**src/rtl/memory_cycle_pkg.sv**
```systemverilog
// Shared pipeline definitions for the memory stage: FSM state encoding,
// default datapath width and access decode helper.
package memory_cycle_pkg;

  localparam int unsigned XLEN_DEFAULT = 64;

  typedef enum logic [0:0] {
    IDLE = 1'b0,
    WAIT = 1'b1
  } mem_state_e;

  // A store wins when both request bits are set, so either bit starts an access.
  function automatic logic is_access(input logic mem_write, input logic result_src);
    return mem_write | result_src;
  endfunction

endpackage

```
**src/rtl/memory_cycle_if.sv**
```systemverilog
// Data-memory request/response bus between the memory stage (master) and
// the data memory (slave).
interface memory_cycle_if
  import memory_cycle_pkg::*;
#(
  parameter int unsigned XLEN = XLEN_DEFAULT
);

  logic            dmem_req;
  logic            dmem_we;
  logic [XLEN-1:0] dmem_addr;
  logic [XLEN-1:0] dmem_wdata;
  logic            dmem_ack;
  logic [XLEN-1:0] dmem_rdata;

  modport master (
    output dmem_req, dmem_we, dmem_addr, dmem_wdata,
    input  dmem_ack, dmem_rdata
  );

  modport slave (
    input  dmem_req, dmem_we, dmem_addr, dmem_wdata,
    output dmem_ack, dmem_rdata
  );

endinterface

```
**src/rtl/memory_cycle_wait_fsm.sv**
```systemverilog
// IDLE/WAIT sequencer for one outstanding data-memory access, with an
// optional WAIT-cycle timeout enabled by `define MEM_TIMEOUT_EN.
module mem_wait_fsm
  import memory_cycle_pkg::*;
#(
  parameter int unsigned TIMEOUT_CYCLES = 255
) (
  input  logic clk,
  input  logic rst,
  input  logic access_i,
  input  logic ack_i,
  output logic req_o,
  output logic stall_o,
`ifdef MEM_TIMEOUT_EN
  output logic err_o,
`endif
  output logic timeout_o
);

  mem_state_e state_q, state_d;
  logic       req_s, stall_s, timeout_s, timeout_hit_s;

`ifdef MEM_TIMEOUT_EN
  localparam int unsigned CNT_W = (TIMEOUT_CYCLES > 1) ? $clog2(TIMEOUT_CYCLES) : 1;
  localparam logic [CNT_W-1:0] LIMIT = CNT_W'(TIMEOUT_CYCLES - 1);

  logic [CNT_W-1:0] cnt_q;
  logic             err_q;

  assign timeout_hit_s = (cnt_q == LIMIT);

  // Counter idles at zero in IDLE, so it is already cleared on entry to WAIT.
  always_ff @(posedge clk or negedge rst) begin
    if (!rst) begin
      cnt_q <= '0;
      err_q <= 1'b0;
    end else begin
      cnt_q <= (state_q == WAIT) ? cnt_q + 1'b1 : '0;
      err_q <= timeout_s;
    end
  end

  assign err_o = err_q;
`else
  assign timeout_hit_s = 1'b0;
`endif

  always_comb begin
    state_d   = state_q;
    req_s     = 1'b0;
    stall_s   = 1'b0;
    timeout_s = 1'b0;
    case (state_q)
      IDLE: begin
        if (access_i) begin
          req_s = 1'b1;
          if (ack_i) begin
            state_d = IDLE;
          end else begin
            stall_s = 1'b1;
            state_d = WAIT;
          end
        end else begin
          state_d = IDLE;
        end
      end
      WAIT: begin
        req_s = 1'b1;
        if (ack_i) begin
          state_d = IDLE;
        end else if (timeout_hit_s) begin
          timeout_s = 1'b1;
          state_d   = IDLE;
        end else begin
          stall_s = 1'b1;
        end
      end
      default: begin
        state_d = IDLE;
      end
    endcase
  end

  always_ff @(posedge clk or negedge rst) begin
    if (!rst) begin
      state_q <= IDLE;
    end else begin
      state_q <= state_d;
    end
  end

  // Reset forces the bus quiet and releases the pipeline immediately.
  assign req_o     = req_s & rst;
  assign stall_o   = stall_s & rst;
  assign timeout_o = timeout_s & rst;

endmodule

```
**src/rtl/memory_cycle.sv**
```systemverilog
// Memory pipeline stage: issues data-memory accesses, stalls upstream while
// waiting, and holds the M-to-W register bank. Optional feature macro:
// MEM_TIMEOUT_EN (adds the WAIT timeout and the ErrM output).
module memory_cycle
  import memory_cycle_pkg::*;
#(
  parameter int unsigned XLEN           = XLEN_DEFAULT,
  parameter int unsigned TIMEOUT_CYCLES = 255
) (
  input  logic             clk,
  input  logic             rst,
  input  logic             RegWriteM,
  input  logic             MemWriteM,
  input  logic             ResultSrcM,
  input  logic [4:0]       RD_M,
  input  logic [XLEN-1:0]  PCPlus4M,
  input  logic [XLEN-1:0]  WriteDataM,
  input  logic [XLEN-1:0]  ALU_ResultM,
  memory_cycle_if.master   dmem,
  output logic             StallM,
`ifdef MEM_TIMEOUT_EN
  output logic             ErrM,
`endif
  output logic             RegWriteW,
  output logic             ResultSrcW,
  output logic [4:0]       RD_W,
  output logic [XLEN-1:0]  PCPlus4W,
  output logic [XLEN-1:0]  ALU_ResultW,
  output logic [XLEN-1:0]  ReadDataW
);

  logic access_s, is_load_s, req_s, stall_s, timeout_s;

  assign access_s  = is_access(MemWriteM, ResultSrcM);
  assign is_load_s = ResultSrcM & ~MemWriteM;

  mem_wait_fsm #(
    .TIMEOUT_CYCLES (TIMEOUT_CYCLES)
  ) u_fsm (
    .clk       (clk),
    .rst       (rst),
    .access_i  (access_s),
    .ack_i     (dmem.dmem_ack),
    .req_o     (req_s),
    .stall_o   (stall_s),
`ifdef MEM_TIMEOUT_EN
    .err_o     (ErrM),
`endif
    .timeout_o (timeout_s)
  );

  // Upstream holds the M inputs during a stall, so the request stays stable.
  assign dmem.dmem_req   = req_s;
  assign dmem.dmem_we    = req_s & MemWriteM;
  assign dmem.dmem_addr  = req_s ? ALU_ResultM : {XLEN{1'b0}};
  assign dmem.dmem_wdata = req_s ? WriteDataM  : {XLEN{1'b0}};
  assign StallM          = stall_s;

  logic            regwrite_q, resultsrc_q;
  logic [4:0]      rd_q;
  logic [XLEN-1:0] pcplus4_q, alu_q, rdata_q;

  // A stalled edge inserts a bubble; a timed-out access completes without writeback.
  always_ff @(posedge clk or negedge rst) begin
    if (!rst) begin
      regwrite_q  <= 1'b0;
      resultsrc_q <= 1'b0;
      rd_q        <= 5'd0;
      pcplus4_q   <= {XLEN{1'b0}};
      alu_q       <= {XLEN{1'b0}};
      rdata_q     <= {XLEN{1'b0}};
    end else if (!stall_s) begin
      regwrite_q  <= RegWriteM & ~timeout_s;
      resultsrc_q <= ResultSrcM;
      rd_q        <= RD_M;
      pcplus4_q   <= PCPlus4M;
      alu_q       <= ALU_ResultM;
      rdata_q     <= (req_s & is_load_s & ~timeout_s) ? dmem.dmem_rdata : {XLEN{1'b0}};
    end else begin
      regwrite_q  <= 1'b0;
    end
  end

  assign RegWriteW   = regwrite_q;
  assign ResultSrcW  = resultsrc_q;
  assign RD_W        = rd_q;
  assign PCPlus4W    = pcplus4_q;
  assign ALU_ResultW = alu_q;
  assign ReadDataW   = rdata_q;

endmodule

```
**src/flat_wrapper.sv**
```systemverilog
// flat-port wrapper written by rule: the top's interface ports become plain ports
module memory_cycle_flat import memory_cycle_pkg::*;
#(
  parameter int unsigned XLEN           = XLEN_DEFAULT,
  parameter int unsigned TIMEOUT_CYCLES = 255
)
  (clk, rst, RegWriteM, MemWriteM, ResultSrcM, RD_M, PCPlus4M, WriteDataM, ALU_ResultM, StallM, RegWriteW, ResultSrcW, RD_W, PCPlus4W, ALU_ResultW, ReadDataW, dmem_dmem_req, dmem_dmem_we, dmem_dmem_addr, dmem_dmem_wdata, dmem_dmem_ack, dmem_dmem_rdata);
  memory_cycle_if #(.XLEN(XLEN)) dmem_i ();
  input  logic clk;
  input  logic rst;
  input  logic RegWriteM;
  input  logic MemWriteM;
  input  logic ResultSrcM;
  input  logic [4:0] RD_M;
  input  logic [XLEN-1:0] PCPlus4M;
  input  logic [XLEN-1:0] WriteDataM;
  input  logic [XLEN-1:0] ALU_ResultM;
  output logic StallM;
  output logic RegWriteW;
  output logic ResultSrcW;
  output logic [4:0] RD_W;
  output logic [XLEN-1:0] PCPlus4W;
  output logic [XLEN-1:0] ALU_ResultW;
  output logic [XLEN-1:0] ReadDataW;
  output wire logic [$bits(dmem_i.dmem_req)-1:0] dmem_dmem_req;
  output wire logic [$bits(dmem_i.dmem_we)-1:0] dmem_dmem_we;
  output wire logic [$bits(dmem_i.dmem_addr)-1:0] dmem_dmem_addr;
  output wire logic [$bits(dmem_i.dmem_wdata)-1:0] dmem_dmem_wdata;
  input wire logic [$bits(dmem_i.dmem_ack)-1:0] dmem_dmem_ack;
  input wire logic [$bits(dmem_i.dmem_rdata)-1:0] dmem_dmem_rdata;
  assign dmem_dmem_req = dmem_i.dmem_req;
  assign dmem_dmem_we = dmem_i.dmem_we;
  assign dmem_dmem_addr = dmem_i.dmem_addr;
  assign dmem_dmem_wdata = dmem_i.dmem_wdata;
  assign dmem_i.dmem_ack = dmem_dmem_ack;
  assign dmem_i.dmem_rdata = dmem_dmem_rdata;
  memory_cycle #(.XLEN(XLEN), .TIMEOUT_CYCLES(TIMEOUT_CYCLES)) u_core (.clk(clk), .rst(rst), .RegWriteM(RegWriteM), .MemWriteM(MemWriteM), .ResultSrcM(ResultSrcM), .RD_M(RD_M), .PCPlus4M(PCPlus4M), .WriteDataM(WriteDataM), .ALU_ResultM(ALU_ResultM), .dmem(dmem_i), .StallM(StallM), .RegWriteW(RegWriteW), .ResultSrcW(ResultSrcW), .RD_W(RD_W), .PCPlus4W(PCPlus4W), .ALU_ResultW(ALU_ResultW), .ReadDataW(ReadDataW));
endmodule
```
**config.mk**
```make
export PLATFORM = sky130hd
export DESIGN_NAME = memory_cycle_flat
export DESIGN_NICKNAME = d
export VERILOG_FILES = /design/src/rtl/memory_cycle_pkg.sv /design/src/rtl/memory_cycle_if.sv /design/src/rtl/memory_cycle_wait_fsm.sv /design/src/rtl/memory_cycle.sv /design/src/flat_wrapper.sv
export SDC_FILE = /design/constraint.sdc
export NUM_CORES = 1
export LEC_CHECK = 0
export ABC_CLOCK_PERIOD_IN_PS = 3800
export BUFFER_PORTS_ARGS = -buffer_cell sky130_fd_sc_hd__buf_2
export CORE_AREA = 2 2 229 231
export CTS_CLUSTER_SIZE = 28
export DETAILED_ROUTE_END_ITERATION = 10
export DIE_AREA = 0 0 231 233
export GPL_TIMING_DRIVEN = 0
export PLACE_DENSITY = 0.39
export SETUP_SLACK_MARGIN = 0.1
export SLEW_MARGIN = 10
export SYNTH_ARGS = -nofsm -noshare
export SYNTH_HDL_FRONTEND = slang
export SYNTH_SLANG_ARGS = --single-unit
```
**constraint.sdc**
```tcl
create_clock -name clk -period 3.8 [get_ports clk]
set_input_delay 0.76 -clock clk [delete_from_list [all_inputs] [get_ports clk]]
set_output_delay 0.76 -clock clk [all_outputs]
set_load 0.03 [all_outputs]
```
# After elaboration in Yosys (flattened, before gate mapping)
# Cells that the tools add are included.
# word_totals
inputBits,267
out_inout_bits,330
register_bits,200
# op_classes
bitwise_logic,8
n_mux,9
# op_table
cell,n
$mux W64,3
$and A1 B1 Y1,5
$mux W1,4
$pmux W1 S2,2
$not A1 Y1,2
$or A1 B1 Y1,1

# Depth between registers and ports, before layout
# depth
depth_word,6
mapped_depth,5
depth_no_buf,3

# Modules after synthesis
# A second synthesis with hierarchy kept.
# hier_totals
cells_unflattened,723
hier_area_um2,8899.8
# by_module_without_submodules
mod,n_inst,cells_each,area_each_um2
memory_cycle,1,716,8834.7
mem_wait_fsm,1,7,65.1

# Worst setup path after synthesis
# OpenSTA, ideal clock, no wires.
# synth_timing
path_type,input -> output
from,input MemWriteM
to,output dmem_dmem_addr[54]
arrival_time_ps,1763
cell_stages,4
slack_ps,1277
t_required_ps,3040
path_cell_list,or3_1 > clkbuf_1 > clkbuf_1 > and3_1
# synth_via
elab_chain_len,5
# synth_lines
element,line,text
start: declaration,flat_wrapper.sv:12,input logic MemWriteM;
$or A1 B1 Y1,memory_cycle_pkg.sv:14,return mem_write | result_src;
$mux W1,memory_cycle_wait_fsm.sv:55,if (access_i) begin
$pmux W1 S2,memory_cycle_wait_fsm.sv:53,case (state_q)
$and A1 B1 Y1,memory_cycle_wait_fsm.sv:93,assign req_o = req_s & rst;
$mux W64,memory_cycle.sv:55,assign dmem.dmem_addr = req_s ? ALU_ResultM : {XLEN{1'b0}};
end: declaration,flat_wrapper.sv:27,output wire logic [$bits(dmem_i.dmem_addr)-1:0] dmem_dmem_addr;
# No other way between the ends.

# Worst setup path in the final report
# layout_timing
from,input MemWriteM
to,output dmem_dmem_req
# layout_via
elab_chain_len,4
# layout_lines
element,line,text
$or A1 B1 Y1,memory_cycle_pkg.sv:14,
$mux W1,memory_cycle_wait_fsm.sv:55,
$pmux W1 S2,memory_cycle_wait_fsm.sv:53,
$and A1 B1 Y1,memory_cycle_wait_fsm.sv:93,
end: declaration,flat_wrapper.sv:25,output wire logic [$bits(dmem_i.dmem_req)-1:0] dmem_dmem_req;
# No other way between the ends.

==> flow_results.org <==
** Power and ir drop
- Peak ir drop on the vdd network :: 276.0 uV
- In this run the static leakage power is 0.006959 uW.
- Part of the power in combinational logic :: 22.5%
- Power spread over the standard cell area amounts to 434.1 nW/um^2.
- The internal power of the cells totals 3779 uW.
- Part of the power in the clock network :: 35.4%
- Switching Share :: 31.78%
- Reported net switching power :: 1760 uW
- Portion of total power attributed to sequential cells :: 42.1%

** Drt
- The final route contains 7,439 vias.
- In the final routed layout, each cell accounts on average for 19.91 um.
- After detailed routing, the number of vias per cell comes to 3.901.
- Count of unresolved DRC violations after routing :: 0
- Starting DRT DRC Count :: 270
- Total detailed-routing wirelength :: 37,960 um
- The first detailed-routing pass took 5 iterations.
- The detail route stage leaves a number of antenna-violating nets equal to 0.

** Logic synthesis
- The Yosys step of the flow raised 0 warnings.
- After synthesis, the mean cell area works out to 13.87 um^2.
- Counting every net in the synthesized netlist gives 860.
- Of the total synthesized cell area, the portion taken by AND, OR, NAND and NOR gates is 10.63%.
- After synthesis, the largest family of logic cells by area is multiplexers.
- Area share of fa/ha/maj cells after synthesis :: 0%
- Post-synthesis compound-gate area fraction :: 6.921%
- Post-synthesis share of cell area spent on xor and xnor gates :: 0%
- Post-Syn Area :: 8225 um^2
- Synthesized netlist cell count :: 593
- Post-synthesis register bit count :: 200
- Synth unique cells :: 19
- Sequential cell area fraction in the yosys report :: 60.85%
- Multiplexer cells account for 18.21% of the synthesized area.

** Global route
- The via count of the first global-routing pass is 7,713.
- Overall fraction of global-route tracks in use :: 13.72%
- After global routing the overflow that remains totals 0.
- The first global-routing pass estimated 52,790 um of wire.
- Met1 track demand over resource :: 15.05%
- In this run the most used layer during global routing was met2.
- For met2 alone, demand over resource in global routing was 24.58%.
- The initial antenna violation count is 5.
- Met3 track utilization from global routing :: 4.105%
- Pin count of the biggest net entering global routing :: 103

** Die
- Row generation in the floorplan step produced 83 rows.
- Once the floorplan was initialized, standard cells occupied 16.10% of the core.
- The die covers 53,820 um^2.
- Core area :: 51,090 um^2
- The die is 231 um wide.
- Boundary pin count :: 597
- From bottom edge to top edge, the die measures 233 um.

** Outcome
- Outcome :: complete, no violations

** Clock network
- The clock tree synthesis step divided the H-tree into 4 levels.
- Number of buffers on the longest clock path :: 2
- TritonCTS Sinks :: 200
- The tree is rooted in a sky130_fd_sc_hd__clkbuf_16.
- TritonCTS built the clock tree.
- In this run, CTS created clock tree buffers numbering 17.
- In this run, post-CTS hold repair placed 0 buffers.
- At the later pin of the worst-skew pair, clock insertion delay measures 0.47 ns.
- Clock-pin slew was measured on the worst setup and hold paths at 0.07 ns.

** Hold path
- Worst min-delay path category :: in2async

** Critical path
- Data on the critical path is required at its endpoint by 3.04 ns.
- The signal on the critical path passes through buf_2, or3_1, clkbuf_1, clkbuf_1, and2_1, buf_2.
- Critical path's largest stage delay :: 0.60 ns
- Startpoint types :: input port
- At the worst endpoint, the arrival time is 2.68 ns.
- Launching element of the worst setup path :: MemWriteM
- Crit Path Class :: in2out
- Of all nets on the critical path, the largest fanout is 10.
- Critical path endpoint category :: output port
- Worst r2r path cells :: 6
- On the critical path, the stage with the largest delay is an instance of sky130_fd_sc_hd__clkbuf_1.
- In this run the critical register-to-register path is launched from u_core.u_fsm.state_q$_DFF_PN0_.
- The worst register-to-register path ends at u_core.ReadDataW[47]$_DFFE_PN0N_.
- Worst reg-to-reg setup slack :: 2.11 ns
- The cell family contributing the most delay on the critical path is buffers and inverters.
- Count of buffering cells on the critical path with inverters included :: 4

** STA
- Unrepaired setup endpoints after global routing :: false
- Max-Slew Margin vs Limit :: 48.80%
- Post-route setup slack :: 0.3650 ns
- Pin slew with the least headroom to its limit :: 0.7679 ns
- Across the routed clock network, the largest skew measured is 0.009791 ns.
- Number of setup violations in the final report :: 0
- Maximum clock rate :: 291.1 MHz
- The final critical path takes up 90.39% of the cycle.
- Final worst path period need :: 3.435 ns
- Summed negative setup slack over all endpoints :: 0 ns
- The final number of hold-violating endpoints came to 0.
- The max-slew violation count is 0.

** Finish
- Layout cells sized above 1 :: 60.78%
- Final-layout fill cell count :: 5,648
- In the final design database the tool counted 1,478 nets.
- From synthesis to final layout, the design area changed by 55.13%.

** Place
- At the placement stage, the worst setup path has a slack of -0.4009 ns.
- Total of buffers placed on input and output ports :: 596
- The congestion estimate from routability-driven global placement came to 0.7898.
- After legalization and detailed placement, the total HPWL measured 30,560 um.

** Run
- Max capacitance violation total :: 0
-- power by group through the flow --
stage / logic (uW) / registers (uW) / clock network (uW)
2_1_floorplan: 430 / 2650 / 0
3_3_place_gp: 1270 / 2370 / 0
3_5_place_dp: 1270 / 2370 / 0
4_1_cts: 1280 / 2330 / 2060
5_1_grt: 1330 / 2350 / 2140
6_report: 1250 / 2330 / 1960
-- worst reg2reg max path: stages, from the launching register on --
cell and delay [ns]:
sky130_fd_sc_hd__dfrtp_1 0.40, sky130_fd_sc_hd__nor3_2 0.21, sky130_fd_sc_hd__nor2_4 0.06, sky130_fd_sc_hd__buf_4 0.16, sky130_fd_sc_hd__buf_2 0.23, sky130_fd_sc_hd__buf_4 0.25, sky130_fd_sc_hd__a22o_1 0.26
-- state kept, by name (all words and copies together), names as in the netlist --
register              cells
u_core.ALU_ResultW       64
u_core.u_fsm.state_q      1
u_core.RD_W               5
u_core.ReadDataW         64
u_core.RegWriteW          1
u_core.ResultSrcW         1
u_core.PCPlus4W          64
-- cells in the mapped netlist --
library cell / n / area, um^2
sky130_fd_sc_hd__dfrtp_1: 200 / 5005
sky130_fd_sc_hd__and3_1: 128 / 800.8
sky130_fd_sc_hd__mux2_2: 89 / 1002
sky130_fd_sc_hd__a22o_1: 64 / 560.5
sky130_fd_sc_hd__mux2_1: 44 / 495.5
sky130_fd_sc_hd__clkbuf_1: 32 / 120.1
sky130_fd_sc_hd__buf_2: 16 / 80.08
sky130_fd_sc_hd__buf_6: 6 / 67.56
sky130_fd_sc_hd__nor2_1: 3 / 11.26
sky130_fd_sc_hd__and2_1: 2 / 12.51
sky130_fd_sc_hd__and4b_1: 1 / 10.01
sky130_fd_sc_hd__buf_1: 1 / 3.750
sky130_fd_sc_hd__buf_4: 1 / 7.510
sky130_fd_sc_hd__nand2b_1: 1 / 6.260
sky130_fd_sc_hd__nor2_4: 1 / 11.26
sky130_fd_sc_hd__nor2b_1: 1 / 6.260
sky130_fd_sc_hd__nor3_2: 1 / 10.01
sky130_fd_sc_hd__o22a_1: 1 / 8.760
sky130_fd_sc_hd__or3_1: 1 / 6.260
-- placed cells by master (no fill, tap or decap), drive strengths merged, types with 2 or more instances in the layout --
cell type and count:
mux2 133, and3 128, bufinv 3, diode 3, dfrtp 200, nor2 4, clkbuf 54, a22o 64
and2 2, clkinv 3, inv 2, buf 624
-- routing by layer --
layer | wire length [um] | share of wire [%]
met1 | 14660 | 39
met2 | 19790 | 52
met3 | 2601 | 6.9
met4 | 875 | 2.3
met5 | 27 | 0.071
-- stage by stage --
stage | instance area (um^2) | std cells | utilization [%] | hold slack, ns | power (uW)
global route | 12760 | 1907 | 24.97 | 0.06621 | 5814
floorplan | 8225 | 593 | - | 0.4644 | 3081
CTS | 12740 | 1902 | 24.93 | 0.05022 | 5667
global placement | 12060 | 1869 | 23.60 | 0.4706 | 3634
detailed placement | 12120 | 1871 | 23.73 | 0.4754 | 3645
finish | 12760 | 1907 | 24.97 | 0.09811 | 5539
-- worst max path at each step --
| stage | end | slack, ns | cells after the start |
|---|---|---|---|
| after floorplan | dmem_dmem_addr[54] | 1.28 | 4 |
| after global placement | StallM | -3.62 | 6 |
| after detailed placement | dmem_dmem_req | -0.40 | 6 |
| after CTS | StallM | 0.19 | 7 |
| after global routing | dmem_dmem_req | 0.20 | 5 |
| final | dmem_dmem_req | 0.37 | 6 |
-- final cells by class --
class	count	area (um^2)	share of cell area [%]
antenna	3	7.507	0.05884
clock inverter	9	137.6	1.079
multi-input combinational	337	2942	23.05
sequential	200	5005	39.22
timing repair buffer	600	3063	24.00
clock buffer	23	478.0	3.746
tap	680	850.8	6.668
buffer	55	276.5	2.167
-- repair_timing --
action,CTS,global route
buffers inserted,0,2
setup endpoints to repair,30,1
gates resized for setup,1,0
pin swaps,0,1
-- cells by family (layout without fill, tap and decap cells) --
group | Yosys count | in the layout
other | 0 | 3
and+or+nand+nor | 139 | 139
buffers and inverters | 56 | 687
DFF | 200 | 200
muxes | 133 | 133
AOI/OAI and AO/OA | 65 | 65
(Power assumes the default switching activity.)
